`src/rtl/sub6_pkg.sv`:
```
// sub6_pkg: shared constants and FSM state type for the sub6 subtraction stage.
package sub6_pkg;

    // Default operand/result width of the subtractor stage.
    localparam int SUB6_WIDTH = 6;

    // Handshake FSM: wait for operands, compute, hold result for downstream.
    typedef enum logic [1:0] {
        IDLE = 2'd0,
        EXEC = 2'd1,
        DONE = 2'd2
    } sub6_state_t;

endpackage : sub6_pkg

```
`src/rtl/sub6_core.sv`:
```
// sub6_core: purely combinational WIDTH-bit ripple-borrow subtractor built
// from one full-subtractor cell per bit. diff = a - b - bin (mod 2^WIDTH).
module sub6_core
    import sub6_pkg::*;
#(
    parameter int WIDTH = SUB6_WIDTH
) (
    input  logic [WIDTH-1:0] a,
    input  logic [WIDTH-1:0] b,
    input  logic             bin,
    output logic [WIDTH-1:0] diff,
    output logic             bout
);

    // brw[i] is the borrow into bit i; brw[WIDTH] is the borrow out of the MSB.
    logic [WIDTH:0] brw;

    assign brw[0] = bin;

    for (genvar i = 0; i < WIDTH; i++) begin : g_cell
        // Full subtractor: difference bit and borrow to the next bit.
        assign diff[i]  = a[i] ^ b[i] ^ brw[i];
        assign brw[i+1] = (~a[i] & b[i]) | (~(a[i] ^ b[i]) & brw[i]);
    end

    assign bout = brw[WIDTH];

endmodule : sub6_core

```
`src/rtl/sub6_stage.sv`:
```
// sub6_stage: registered, handshaked subtraction stage around sub6_core.
// Operands are captured on the input handshake, the result (diff, borrow_out
// and optional flags) is registered one cycle later and held until the
// downstream handshake completes.
// Optional feature macro: SUB6_FLAGS_EN (zero/ovf flag computation). When it
// is undefined the zero and ovf ports are tied to 0.
module sub6_stage
    import sub6_pkg::*;
#(
    parameter int WIDTH = SUB6_WIDTH
) (
    input  logic             clk,
    input  logic             rst_n,
    input  logic             flush,
    input  logic             in_valid,
    output logic             in_ready,
    input  logic [WIDTH-1:0] a,
    input  logic [WIDTH-1:0] b,
    output logic             out_valid,
    input  logic             out_ready,
    output logic [WIDTH-1:0] diff,
    output logic             borrow_out,
    output logic             zero,
    output logic             ovf
);

    sub6_state_t state_q;
    sub6_state_t state_d;

    logic [WIDTH-1:0] a_q;
    logic [WIDTH-1:0] b_q;
    logic [WIDTH-1:0] diff_c;
    logic             bout_c;
    logic [WIDTH-1:0] diff_q;
    logic             borrow_q;

    logic accept;
    logic capture;

    // A flush on the accept cycle discards the pair; a flush in EXEC
    // leaves the previous result registers untouched.
    assign accept  = (state_q == IDLE) && in_valid && !flush;
    assign capture = (state_q == EXEC) && !flush;

    // Outputs decoded from the state register only.
    assign in_ready  = (state_q == IDLE);
    assign out_valid = (state_q == DONE);

    // Next-state logic; flush overrides every transition.
    always_comb begin
        state_d = state_q;
        if (flush) begin
            state_d = IDLE;
        end else begin
            case (state_q)
                IDLE:    if (in_valid)  state_d = EXEC;
                EXEC:                   state_d = DONE;
                DONE:    if (out_ready) state_d = IDLE;
                default:                state_d = IDLE;
            endcase
        end
    end

    // State register.
    always_ff @(posedge clk or negedge rst_n) begin
        if (!rst_n) begin
            state_q <= IDLE;
        end else begin
            state_q <= state_d;
        end
    end

    // ---- Stage boundary: operand capture on the input handshake ----
    // Operand registers hold the pair stable while the ripple chain settles.
    always_ff @(posedge clk or negedge rst_n) begin
        if (!rst_n) begin
            a_q <= '0;
            b_q <= '0;
        end else if (accept) begin
            a_q <= a;
            b_q <= b;
        end
    end

    // Ripple-borrow subtractor; the LSB borrow-in is always zero.
    sub6_core #(
        .WIDTH (WIDTH)
    ) u_core (
        .a    (a_q),
        .b    (b_q),
        .bin  (1'b0),
        .diff (diff_c),
        .bout (bout_c)
    );

    // ---- Stage boundary: result capture at the end of EXEC ----
    // Result registers stay stable through DONE and across flushes.
    always_ff @(posedge clk or negedge rst_n) begin
        if (!rst_n) begin
            diff_q   <= '0;
            borrow_q <= 1'b0;
        end else if (capture) begin
            diff_q   <= diff_c;
            borrow_q <= bout_c;
        end
    end

    assign diff       = diff_q;
    assign borrow_out = borrow_q;

`ifdef SUB6_FLAGS_EN
    logic zero_q;
    logic ovf_q;

    // Zero flag: every result bit clear.
    function automatic logic calc_zero(input logic [WIDTH-1:0] d);
        return (d == '0);
    endfunction

    // Signed overflow: operands differ in sign and the result sign
    // differs from the minuend sign.
    function automatic logic calc_ovf(input logic sa, input logic sb, input logic sd);
        return (sa ^ sb) & (sa ^ sd);
    endfunction

    // Flag registers captured together with diff.
    always_ff @(posedge clk or negedge rst_n) begin
        if (!rst_n) begin
            zero_q <= 1'b0;
            ovf_q  <= 1'b0;
        end else if (capture) begin
            zero_q <= calc_zero(diff_c);
            ovf_q  <= calc_ovf(a_q[WIDTH-1], b_q[WIDTH-1], diff_c[WIDTH-1]);
        end
    end

    assign zero = zero_q;
    assign ovf  = ovf_q;
`else
    assign zero = 1'b0;
    assign ovf  = 1'b0;
`endif

endmodule : sub6_stage
```
`config.mk`:
```
export PLATFORM = sky130hd
export DESIGN_NAME = sub6_stage
export DESIGN_NICKNAME = d
export VERILOG_FILES = /design/src/rtl/sub6_pkg.sv /design/src/rtl/sub6_core.sv /design/src/rtl/sub6_stage.sv
export SDC_FILE = /design/constraint.sdc
export NUM_CORES = 1
export LEC_CHECK = 0
export CORE_ASPECT_RATIO = 1.4
export CORE_MARGIN = 1
export CORE_UTILIZATION = 33
export CTS_BUF_LIST = sky130_fd_sc_hd__clkbuf_4
export CTS_CLUSTER_DIAMETER = 100
export CTS_CLUSTER_SIZE = 40
export DETAILED_ROUTE_END_ITERATION = 6
export HOLD_SLACK_MARGIN = 0.12
export PLACE_DENSITY = 0.59
export SLEW_MARGIN = 20
export SYNTH_ARGS = -nofsm -noshare
export SYNTH_HDL_FRONTEND = slang
export SYNTH_SLANG_ARGS = --single-unit
```
`constraint.sdc`:
```
create_clock -name clk -period 3.5 [get_ports clk]
set_clock_uncertainty 0.1 [all_clocks]
set_input_delay 0.35 -clock clk [delete_from_list [all_inputs] [get_ports clk]]
set_output_delay 0.35 -clock clk [all_outputs]
set_load 0.1 [all_outputs]
```
==> flow_summary.yaml <==
sta:
  max_slew_margin: 0.352
  hold_viol_final: 0
  period_share: 0.842
  finalMaxSlewViolations: 0
  final-setup-viol-count: 0
  tightest_slew_ns: 0.970
  max_freq_ghz: 0.339
  rsz0062_at_grt: "no"
  setup_tns_ns: 0
  timing.final.crit_period_ns: 2.95
  hold_ws_ns: 0.421
layout:
  drive_above_1_share: 0.214
  nets: 122
  antenna_cells: 0
  area_delta_synth_final_pct: 29.4
synth:
  yosysMostFrequentCell: "dfrtp_1"
  ys_dominant_reg_cell: "dfrtp_1"
  yosysUniqueCellTypes: 17
  synth.area.top_cells: "dfrtp_1 52%, mux2_2 13%, fa_1 9.9%"
  synth-edff-count: 0
  synth-seq-cells: 21
  yosys_warnings: 0
  syn_inst: 72
  avgSynthCellArea_sq_um: 14.0
  netlist_area_sq_um: 1010
  yosysTopAreaCell: "dfrtp_1"
  synthArstFlopShare: 1.00
  synth_top_area_frac: 0.520
  synth-seq-area-share: 0.520
  synth_common_cells: "21 x dfrtp_1, 14 x inv_1, 12 x mux2_2, 5 x fa_1, 5 x mux2i_1"
clocking:
  clk_pin_slew_worst_paths_ns: 0.11
  cts_root_buffer: "clkbuf_4"
  clock-sinks: 21
  tritoncts: "yes"
  cts_resized: 0
  post_cts_buffers: 0
  cts_made_buffers: 3
  clk_path_buf_depth: 2
  ctsHoldBuffers: 0
  clock_latency_ns: 0.29
  htreeDepth: 1
global_routing:
  grt_pass1_wl_mm: 2.66
  grt.overflow.total: 0
  grt_max_degree: 22
  grt_antenna_before_repair: 0
  grt_util_all_layers: 0.111
  grt_pass1_vias: 590
worst_hold_path:
  hp-start: "a_q[0]$_DFFE_PN0P_"
  hold_depth: 1
  min_to: "a_q[0]$_DFFE_PN0P_"
  hp-class: "flip-flop to flip-flop"
die:
  ios: 28
  die-area_sq_um: 3290
  start_util: 0.351
  coreArea_sq_um: 2880
  rows: 23
  fp.dieW_microns: 48.8
  die_h_microns: 67.5
worst_setup_path:
  required_ns: 3.59
  reg2reg_from: "b_q[0]$_DFFE_PN0P_"
  r2r_slack_ns: 0.55
  endpoint_kind: "flip-flop"
  rr_worst_depth: 10
  cp.arrival_ns: 3.04
  reg2reg_to: "diff[5]$_DFFE_PN0P_"
  critPathMaxFanout: 2
  cp-start-kind: "flip-flop"
  path_class: "flip-flop to flip-flop"
drt:
  drtIter0Drc: 13
  wire_per_inst_microns: 11.3
  first_pass_iters: 3
  vias_per_cell: 4.25
  drc: 0
  ant_nets: 0
  drt-total-wl_mm: 1.53
  vias: 574
power_and_ir_drop:
  ir_drop_uv: 308
  cellLeakagePower_nw: 0.624
  power.density_nw_per_um2: 810
placement:
  hpwl_mm: 1.19
  portBuffers: 25
  gp_congestion: 0.649
status:
  outcome: "finished clean"
flow_run:
  maxCapViolations: 0
[layer usage]
metal	track usage	wire length, microns	vias up
li1	-	-	276
met1	0.124	634	280
met2	0.193	810	14
met3	0.0225	56	4
met4	0.0772	28	0
met5	0	0	-
[state kept, by name (all words and copies together), names as in the netlist]
register	cells
a_q	6
b_q	6
borrow_out	1
diff	6
state_q	2
[layout make-up]
type / instances / area [sq um]
Timing Repair Buffer: 25 / 250
Sequential cell: 21 / 526
Multi-Input combinational cell: 34 / 402
Fill cell: 266 / 1570
Inverter: 14 / 52.6
Clock buffer: 4 / 30.0
Tap cell: 37 / 46.3
[worst max path at each step]
stage / from / end / slack [ns] / cells after the start
after floorplan: a_q[0]$_DFFE_PN0P_ / diff[5]$_DFFE_PN0P_ / 0.68 / 11
after global placement: b_q[0]$_DFFE_PN0P_ / diff[5]$_DFFE_PN0P_ / 0.58 / 10
after detailed placement: b_q[0]$_DFFE_PN0P_ / diff[5]$_DFFE_PN0P_ / 0.55 / 10
after CTS: b_q[0]$_DFFE_PN0P_ / diff[5]$_DFFE_PN0P_ / 0.54 / 10
after global routing: a_q[0]$_DFFE_PN0P_ / diff[5]$_DFFE_PN0P_ / 0.40 / 11
final: b_q[0]$_DFFE_PN0P_ / diff[5]$_DFFE_PN0P_ / 0.55 / 10
[cell usage in the layout (no fill, tap or decap)]
cell type / netlist / final
ha_1: 1 / 1
dfrtp_1: 21 / 21
or3b_2: 1 / 1
or3b_1: 1 / 1
a21oi_1: 1 / 1
mux2_2: 12 / 12
clkdlybuf4s50_1: 0 / 25
conb_1: 1 / 2
nor4b_4: 1 / 1
inv_1: 14 / 14
and2b_2: 1 / 1
fa_1: 5 / 5
or2b_1: 1 / 1
nor2_1: 1 / 1
mux2_4: 2 / 2
mux2i_1: 5 / 5
clkbuf_4: 0 / 4
[worst max-delay path, cell delays in order (launching register included)]
cell	delay, ns
dfrtp_1	0.41
ha_1	0.19
inv_1	0.06
fa_1	0.16
inv_1	0.05
fa_1	0.37
fa_1	0.39
fa_1	0.37
inv_1	0.08
fa_1	0.40
mux2_4	0.27
[where the power goes]
part | switching (W) | total (W) | internal [W]
Clock | 0.0000681 | 0.000120 | 0.0000521
Sequential | 0.0000416 | 0.000355 | 0.000313
Combinational | 0.000412 | 0.000582 | 0.000170
Total | 0.000522 | 0.00106 | 0.000536
[metrics by stage]
step	util	worst slack, ns	power (W)	instance area [sq um]	instances
floorplan	-	0.677	0.000812	1010	73
global placement	0.443	0.577	0.000946	1280	131
detailed placement	0.443	0.549	0.000952	1280	131
CTS	0.454	0.539	0.00107	1310	135
global route	0.454	0.403	0.00112	1310	135
finish	0.454	0.553	0.00106	1310	135
[cell families (layout without fill, tap and decap cells)]
group | after synthesis | in the layout | share of synthesized area
other | 1 | 2 | 0.00371
buffers and inverters | 18 | 43 | 0.0855
adder cells (fa/ha/maj) | 6 | 6 | 0.112
AO/OA/AOI/OAI | 1 | 1 | 0.00495
multiplexers | 19 | 19 | 0.213
flip-flops | 21 | 21 | 0.520
AND/OR/NAND/NOR | 6 | 6 | 0.0607
(Power assumes the default switching activity.)
